[config.mk]
export PLATFORM = sky130hd
export DESIGN_NAME = cache_sdram_arbiter
export DESIGN_NICKNAME = d
export VERILOG_FILES = /design/src/rtl/cache_sdram_arbiter.sv
export SDC_FILE = /design/constraint.sdc
export NUM_CORES = 1
export LEC_CHECK = 0
export BUFFER_PORTS_ARGS = -buffer_cell sky130_fd_sc_hd__buf_2
export CORE_ASPECT_RATIO = 1.2
export CORE_MARGIN = 1.5
export CORE_UTILIZATION = 49
export DETAILED_ROUTE_END_ITERATION = 16
export PLACE_DENSITY = 0.87
export SYNTH_ARGS = -nofsm -noshare
export SYNTH_HDL_FRONTEND = slang
export SYNTH_SLANG_ARGS = --single-unit
[constraint.sdc]
create_clock -name clk -period 3.91 [get_ports clk]
set_input_delay 0.1955 -clock clk [delete_from_list [all_inputs] [get_ports clk]]
set_output_delay 0.1955 -clock clk [all_outputs]
set_load 0.05 [all_outputs]
[src/rtl/cache_sdram_arbiter.sv]
`default_nettype none
// ============================================================================
// Module   : cache_sdram_arbiter
// Brief    : Shares the SDRAM burst port between icache, dcache and the write
//            buffer; the write buffer always wins. Define
//            CACHE_ARB_ROUND_ROBIN_EN for round-robin between the two caches,
//            otherwise dcache has fixed priority over icache.
// Revision : 1.0 - initial release
// ============================================================================
module cache_sdram_arbiter #(
   parameter int ADDR_W    = 32,
   parameter int BURST_LEN = 4
) (
   input  logic              clk,
   input  logic              reset,
   input  logic              ic_req,
   input  logic [ADDR_W-1:0] ic_addr,
   output logic              ic_fill,
   input  logic              dc_req,
   input  logic [ADDR_W-1:0] dc_addr,
   output logic              dc_fill,
   input  logic              wb_req,
   input  logic [ADDR_W-1:0] wb_addr,
   input  logic [15:0]       wb_data,
   input  logic              wb_uds_n,
   input  logic              wb_lds_n,
   output logic              wb_ack,
   output logic              sdram_req,
   output logic [ADDR_W-1:0] sdram_addr,
   output logic              sdram_rw,
   output logic [15:0]       sdram_data,
   output logic [1:0]        sdram_dqm,
   input  logic              sdram_fill,
   input  logic              sdram_wr_ack,
   output logic [1:0]        owner
);

   localparam int                  c_BEAT_W    = (BURST_LEN > 1) ? $clog2(BURST_LEN) : 1;
   localparam logic [c_BEAT_W-1:0] c_LAST_BEAT = c_BEAT_W'(BURST_LEN - 1);

   localparam logic [1:0] c_OWN_NONE = 2'd0;
   localparam logic [1:0] c_OWN_IC   = 2'd1;
   localparam logic [1:0] c_OWN_DC   = 2'd2;
   localparam logic [1:0] c_OWN_WB   = 2'd3;

   typedef enum logic [2:0] {
      ST_IDLE    = 3'd0,
      ST_READ    = 3'd1,
      ST_STREAM  = 3'd2,
      ST_WRITE   = 3'd3,
      ST_RELEASE = 3'd4
   } state_t;

   state_t              r_state;
   logic [c_BEAT_W-1:0] r_beat;
   logic                w_grant_wb;
   logic                w_grant_dc;
   logic                w_grant_ic;

`ifdef CACHE_ARB_ROUND_ROBIN_EN
   // Set when dcache should win the next simultaneous cache request.
   logic r_rr_favor_dc;

   always_ff @(posedge clk) begin
      if (reset) begin
         r_rr_favor_dc <= 1'b1;
      end else if (r_state == ST_IDLE && !wb_req && (w_grant_ic || w_grant_dc)) begin
         r_rr_favor_dc <= w_grant_ic;
      end
   end
`endif

   always_comb begin
      w_grant_wb = wb_req;
      w_grant_dc = 1'b0;
      w_grant_ic = 1'b0;
      if (!wb_req) begin
`ifdef CACHE_ARB_ROUND_ROBIN_EN
         if (dc_req && ic_req) begin
            w_grant_dc = r_rr_favor_dc;
            w_grant_ic = !r_rr_favor_dc;
         end else begin
            w_grant_dc = dc_req;
            w_grant_ic = ic_req;
         end
`else
         w_grant_dc = dc_req;
         w_grant_ic = ic_req && !dc_req;
`endif
      end
   end

   // Fill strobes are forwarded in the same cycle, only to the burst owner.
   assign ic_fill = !reset && (r_state == ST_READ) && (owner == c_OWN_IC) && sdram_fill;
   assign dc_fill = !reset && (r_state == ST_READ) && (owner == c_OWN_DC) && sdram_fill;

   always_ff @(posedge clk) begin
      if (reset) begin
         r_state    <= ST_IDLE;
         r_beat     <= '0;
         sdram_req  <= 1'b0;
         sdram_rw   <= 1'b0;
         sdram_addr <= '0;
         sdram_data <= '0;
         sdram_dqm  <= 2'b00;
         wb_ack     <= 1'b0;
         owner      <= c_OWN_NONE;
      end else begin
         wb_ack <= 1'b0;
         case (r_state)
            ST_IDLE: begin
               if (w_grant_wb) begin
                  sdram_req  <= 1'b1;
                  sdram_rw   <= 1'b0;
                  sdram_addr <= wb_addr;
                  sdram_data <= wb_data;
                  sdram_dqm  <= {wb_uds_n, wb_lds_n};
                  owner      <= c_OWN_WB;
                  r_state    <= ST_WRITE;
               end else if (w_grant_dc) begin
                  sdram_req  <= 1'b1;
                  sdram_rw   <= 1'b1;
                  sdram_addr <= dc_addr;
                  sdram_data <= 16'h0000;
                  sdram_dqm  <= 2'b00;
                  owner      <= c_OWN_DC;
                  r_state    <= ST_READ;
               end else if (w_grant_ic) begin
                  sdram_req  <= 1'b1;
                  sdram_rw   <= 1'b1;
                  sdram_addr <= ic_addr;
                  sdram_data <= 16'h0000;
                  sdram_dqm  <= 2'b00;
                  owner      <= c_OWN_IC;
                  r_state    <= ST_READ;
               end
            end
            ST_READ: begin
               if (sdram_fill) begin
                  sdram_req <= 1'b0;
                  r_beat    <= c_LAST_BEAT;
                  if (BURST_LEN > 1) begin
                     r_state <= ST_STREAM;
                  end else begin
                     owner   <= c_OWN_NONE;
                     r_state <= ST_RELEASE;
                  end
               end
            end
            ST_STREAM: begin
               // The beat that decrements to zero is the last data word.
               r_beat <= r_beat - c_BEAT_W'(1);
               if (r_beat <= c_BEAT_W'(1)) begin
                  owner   <= c_OWN_NONE;
                  r_state <= ST_RELEASE;
               end
            end
            ST_WRITE: begin
               if (sdram_wr_ack) begin
                  wb_ack    <= 1'b1;
                  sdram_req <= 1'b0;
                  owner     <= c_OWN_NONE;
                  r_state   <= ST_RELEASE;
               end
            end
            ST_RELEASE: begin
               r_state <= ST_IDLE;
            end
            default: begin
               r_state <= ST_IDLE;
            end
         endcase
      end
   end

endmodule
`default_nettype wire

## Yosys cells after proc, flatten, opt, wreduce, memory -nomap -nowiden

Cells that the tools add are included.

| operators by class | value |
|---|---|
| eq/ne operators | 9 |
| reduce and logical (&&, ||, !) cells | 19 |
| add/sub/neg operators | 1 |
| bitwise gates (word level) | 1 |
| order comparisons | 1 |
| multiplexer cells | 34 |

Operators with widths:

| cell | count |
|---|---|
| $mux W32 | 3 |
| $mux W16 | 3 |
| $mux W2 | 9 |
| $mux W3 | 6 |
| $pmux W3 S4 | 1 |
| $reduce_and A4 Y1 | 3 |
| $mux W1 | 9 |
| $reduce_bool A3 Y1 | 3 |
| $eq A3 B2 Y1 const B | 2 |
| $logic_and A1 B1 Y1 | 6 |
| $ne A2 B2 Y1 const B | 3 |
| $pmux W2 S3 | 1 |
| $ne A4 B4 Y1 const B | 1 |
| $pmux W2 S2 | 1 |
| $reduce_and A2 Y1 | 2 |
| $eq A3 B1 Y1 const B | 1 |
| $logic_not A3 Y1 | 1 |
| $pmux W1 S3 | 1 |
| $eq A2 B1 Y1 const B | 1 |
| $eq A2 B2 Y1 const B | 1 |
| $le A2 B1 Y1 const B | 1 |
| $logic_not A1 Y1 | 2 |
| $reduce_bool A2 Y1 | 1 |
| $reduce_or A2 Y1 | 1 |
| other kinds (2) | 2 |

| storage, ports and cells | value |
|---|---|
| register bits after elaboration | 60 |
| word-level logic and storage cells | 74 |

## Logic depth before layout (Yosys ltp)

| logic depth | value |
|---|---|
| depth after elaboration | 7 |
| depth in mapped cells | 6 |
| gate-level depth less buffers | 5 |

## Worst setup path before layout

Ideal clock, no wire load.

| path | value |
|---|---|
| kind | reg-to-output |
| from | register r_state[1] |
| to | output dc_fill |
| data arrival time | 1.971 ns |
| slack | 1.744 ns |
| buffers on the path | 1 |
| stages on the path, launching flop included | 5 |
| path through | dfxtp_1 > buf_2 > nor3b_1 > nand3_1 > nor3b_1 |

| between the ends | value |
|---|---|
| longest elaborated chain between the ends | 4 |

Ends and longest elaborated chain:

| what | line | RTL |
|---|---|---|
| start: declaration | 54 | `state_t r_state;` |
| start signal: assignment | 99 | `r_state <= ST_IDLE;` |
| start signal: assignment | 119 | `r_state <= ST_WRITE;` |
| start signal: assignment | 127 | `r_state <= ST_READ;` |
| $eq A3 B1 Y1 | 95 | `assign dc_fill = !reset && (r_state == ST_READ) && (owner == c_OWN_DC) && sdram_fill;` |
| $logic_and A1 B1 Y1 (3 in series) | 95 |  |
| end: declaration | 21 | `output logic dc_fill,` |

No other way between the ends.

## Worst setup path in the final report

| path | value |
|---|---|
| from | register r_state[0] |
| to | register owner[1] |

| between the ends | value |
|---|---|
| longest elaborated chain between the ends | 3 |

Ends and longest elaborated chain:

| what | line | RTL |
|---|---|---|
| $eq A3 B2 Y1 or $logic_not A3 Y1 (tied branches) | 110 | `case (r_state)` |
| $ne A2 B2 Y1 (no line), or another cell as far along | -- |  |
| $reduce_and A4 Y1 (no line) | -- |  |
| end signal: assignment | 107 | `owner <= c_OWN_NONE;` |
| end signal: assignment | 118 | `owner <= c_OWN_WB;` |
| end signal: assignment | 126 | `owner <= c_OWN_DC;` |
| end: declaration | 35 | `output logic [1:0] owner` |

Several ways; a longest one is shown, not always the timed one.
A chain may end at the register's enable or synchronous reset.

==> flow_summary_export.csv <==
group,metric,value,unit
pwr,power_report.internal_total,1.54,mW
timing,final_min_period_over_clock_period,62.7,%
synthesis,synth_flop_cell,"sky130_fd_sc_hd__dfxtp_1",
routing,avgViaCountPerCell,5.27,
synthesis,yosys-top-cells-area,"sky130_fd_sc_hd__dfxtp_1 36%, sky130_fd_sc_hd__o2bb2ai_2 14%, sky130_fd_sc_hd__mux2_2 11%, sky130_fd_sc_hd__mux2i_1 10%, sky130_fd_sc_hd__nor2b_1 6.6%",
worst_hold_path,hold_path_class,"input port to flop",
timing,hold_violations,0,
die,initial_core_util,50.8,%
finish,areaGrowthSynthToFinish,32.5,%
die,die-width,77.9,um
finish,diodes_inserted,0,
setup_path,worst_path_max_delay_cell,"sky130_fd_sc_hd__or2_2",
cts,cts_resized,0,
setup_path,critPathKind,"flop to flop",
synthesis,synth.avg_cell_area,10.3,um2
synthesis,asyncSetResetFlopFracSynth,0,%
placement,place_ws,1360,ps
synthesis,post_synthesis_compound_gate_area_fraction,23.0,%
global_routing,grt_max_degree,38,
synthesis,yosys.area_share.adder,0.379,%
timing,postLayoutSetupSlackWorst,1460,ps
pwr,power.switching,1.33,mW
worst_hold_path,min_path_cells,3,
timing,finalSetupViolations,0,
cts,clk_latency,330,ps
synthesis,synth.most_common_cell,"sky130_fd_sc_hd__dfxtp_1",
synthesis,synthCells,321,
setup_path,rr_worst_depth,3,
pwr,power.total,2.88,mW
finish,filler_cell_count,521,
pwr,power_density,658,nW/um2
finish,seqCellArea,1200,um2
cts,cts_max_level,3,
synthesis,post_synth_edffs,0,
pwr,power.combinational.fraction,47.8,%
synthesis,post_synth_design_cell_area,3300,um2
cts,cts_setup_buffers,0,
placement,cell_count_post_placement,557,
cts,cts_hold_buffers,0,
setup_path,startpoint_type,"flop",
finish,post_layout_nonfiller_instances,573,
pwr,sw_frac_of_total,46.3,%
die,core_outline_area,6490,um2
finish,design.final.nets,605,
synthesis,total_of_flip_flops_plus_latches_after_synthesis,60,
cts,path_clk_slew,60,ps
timing,worst_margin_pin_slew,1100,ps
cts,cts.path.max_buffers,2,
synthesis,synth-xor-area-share,0,%
routing,detail_route.first_pass.iterations,4,
pwr,static-leakage-power,2.05,nW
outcome,status,"finished clean",
timing,fmax,0.408,GHz
synthesis,post-synth-top-area-cell,"sky130_fd_sc_hd__dfxtp_1",
setup_path,timing.critical_path.fanout_max,37,
global_routing,global_route_wire_length_before_repair,14.1,mm
timing,fin_skew,9.12,ps
cts,cts_tree,"done",
global_routing,grt_util_all_layers,25.1,%
cts,inserted_clock_buffers,9,
placement,place.port_buffers,177,
die,top_level_ports,178,
placement,hpwl,6.81,mm
finish,post_route_cells_drive_above_1_share,53.9,%
global_routing,grt_pass1_vias,2980,
pwr,clockPowerShare,21.1,%
synthesis,post_synth_mux_area_share,21.3,%
global_routing,total_global_routing_overflow,0,
synthesis,cell_types_with_the_highest_counts_after_synthesis,"60 x sky130_fd_sc_hd__dfxtp_1, 35 x sky130_fd_sc_hd__nor2b_1, 33 x sky130_fd_sc_hd__mux2_2, 33 x sky130_fd_sc_hd__mux2i_1, 30 x sky130_fd_sc_hd__o2bb2ai_2",
pwr,sequential_group_share_of_total_power,31.1,%
routing,ant_nets,0,
setup_path,worst_path_required_time,4080,ps
job,drv_cap,0,
placement,place.gp.congestion,0.786,
timing,minimum_period_implied_by_the_final_worst_setup_slack,2450,ps
finish,multi_input_comb_area,1910,um2
global_routing,antenna_found_initial,1,
setup_path,crit_arrival,2620,ps
synthesis,yosysTopAreaCellShare,36.4,%
synthesis,main_combinational_cell_family_by_area_after_synthesis,"compound AO/OA/AOI/OAI gates",
setup_path,critPathCaptureType,"flop",
cts,clock_tree_root_driver_cell,"sky130_fd_sc_hd__clkbuf_8",
setup_path,slowest_delay,950,ps
synthesis,yosys.area_share.simple,13.2,%
routing,detailedRoute.firstIterationViolations,130,
setup_path,crit_chain,"or3_1 > or2_2 > o32ai_1",
routing,detail_route.wirelength,9.36,mm
timing,rsz0062_at_grt,"no",
synthesis,synthesis_warning_total,0,
pwr,worst_ir_drop_vdd,0.385,mV
routing,dr_total_vias,3021,
synthesis,syn_nets,443,
die,design.die.area,7230,um2
synthesis,synth-seq-area-share,36.4,%
routing,drc_errors,0,
timing,tns,0,ps
die,row_count,32,
timing,report.final.slew_viol_count,0,
timing,slew_headroom,26.6,%
synthesis,synth_cell_types,34,
cts,clkSinkCount,60,
routing,post_drt_wl_per_cell,16.3,um
die,die_h,92.9,um
==> path summary, 6_finish.rpt <==
path              start       endpoint  slack [ps]
max          r_state[0]       owner[1]        1460
min          wb_data[8]  sdram_data[8]         110
max reg2reg  r_state[0]       owner[1]        1460
min reg2reg    sdram_rw       sdram_rw         470
==> metrics by stage <==
step                      instance area (um2)  utilization (%)  hold slack [ps]
after floorplan                          3300                -              336
after global placement                   4160             64.1              441
after detailed placement                 4160             64.1              446
after CTS                                4370             67.4             93.8
after global routing                     4370             67.4              102
final                                    4370             67.4              109
==> worst max-delay path: cells and delay by family, from the launching register on <==
family	cells	cell delay (ps)
AND/OR/NAND/NOR	2	1510
flip-flops	1	570
AO/OA/AOI/OAI	1	180
==> cell type report <==
cell class	count	area share (%)
clock buffer	11	3.23
timing repair buffer	180	20.8
multi-input combinational	224	43.7
clock inverter	5	1.72
sequential	60	27.5
inverter	8	0.687
tap	85	2.43
==> layout by cell type, fill, tap and decap left out, types with 2 or more instances in the layout <==
| master | synthesis | final |
|---|---|---|
| sky130_fd_sc_hd__dfxtp_1 | 60 | 60 |
| sky130_fd_sc_hd__o2bb2ai_2 | 30 | 30 |
| sky130_fd_sc_hd__buf_4 | 3 | 3 |
| sky130_fd_sc_hd__mux2i_1 | 33 | 33 |
| sky130_fd_sc_hd__inv_1 | 8 | 8 |
| sky130_fd_sc_hd__bufinv_16 | 0 | 2 |
| sky130_fd_sc_hd__nor2_1 | 2 | 2 |
| sky130_fd_sc_hd__nand3_1 | 2 | 2 |
| sky130_fd_sc_hd__buf_2 | 7 | 177 |
| sky130_fd_sc_hd__o21ai_0 | 18 | 18 |
| sky130_fd_sc_hd__clkbuf_8 | 0 | 10 |
| sky130_fd_sc_hd__nand2b_1 | 2 | 2 |
| sky130_fd_sc_hd__clkinv_2 | 0 | 3 |
| sky130_fd_sc_hd__o2bb2ai_1 | 2 | 2 |
| sky130_fd_sc_hd__a21oi_1 | 21 | 21 |
| sky130_fd_sc_hd__nor2b_1 | 35 | 35 |
| sky130_fd_sc_hd__o21ai_1 | 3 | 3 |
| sky130_fd_sc_hd__o32ai_1 | 3 | 3 |
| sky130_fd_sc_hd__nand2_1 | 20 | 20 |
| sky130_fd_sc_hd__o211ai_1 | 2 | 2 |
| sky130_fd_sc_hd__or3_1 | 3 | 2 |
| sky130_fd_sc_hd__nor3b_1 | 4 | 4 |
| sky130_fd_sc_hd__mux2_2 | 33 | 33 |
==> registers in the layout (all words and copies together), names as in the netlist <==
register    cells
sdram_req       1
sdram_data     16
wb_ack          1
r_beat          2
owner           2
r_state         3
sdram_addr     32
sdram_rw        1
sdram_dqm       2
==> power by group through the flow <==
stage	Clock (mW)	Sequential (mW)	Combinational [mW]
floorplan	0	1.37	0.634
detailed placement	0	0.901	1.37
CTS	0.617	0.892	1.38
global route	0.653	0.916	1.45
finish	0.608	0.894	1.37
global placement	0	0.897	1.34
==> routing by layer <==
metal | part of all wire, % | vias up | wire length (um) | global-route usage [%]
met3 | 7.3 | 14 | 686 | 6.90
met4 | 1.6 | 2 | 146 | 9.08
met1 | 40 | 1405 | 3710 | 28.8
met5 | 0.13 | - | 12 | 0
met2 | 51 | 120 | 4790 | 44.3
li1 | - | 1480 | - | -
==> kinds of logic after synthesis <==
group	Yosys count
AO/OA/AOI/OAI	83
AND/OR/NAND/NOR	74
multiplexers	66
flip-flops	60
buffers and inverters	37
adder cells (fa/ha/maj)	1
Power figures use the tool's default switching activity.
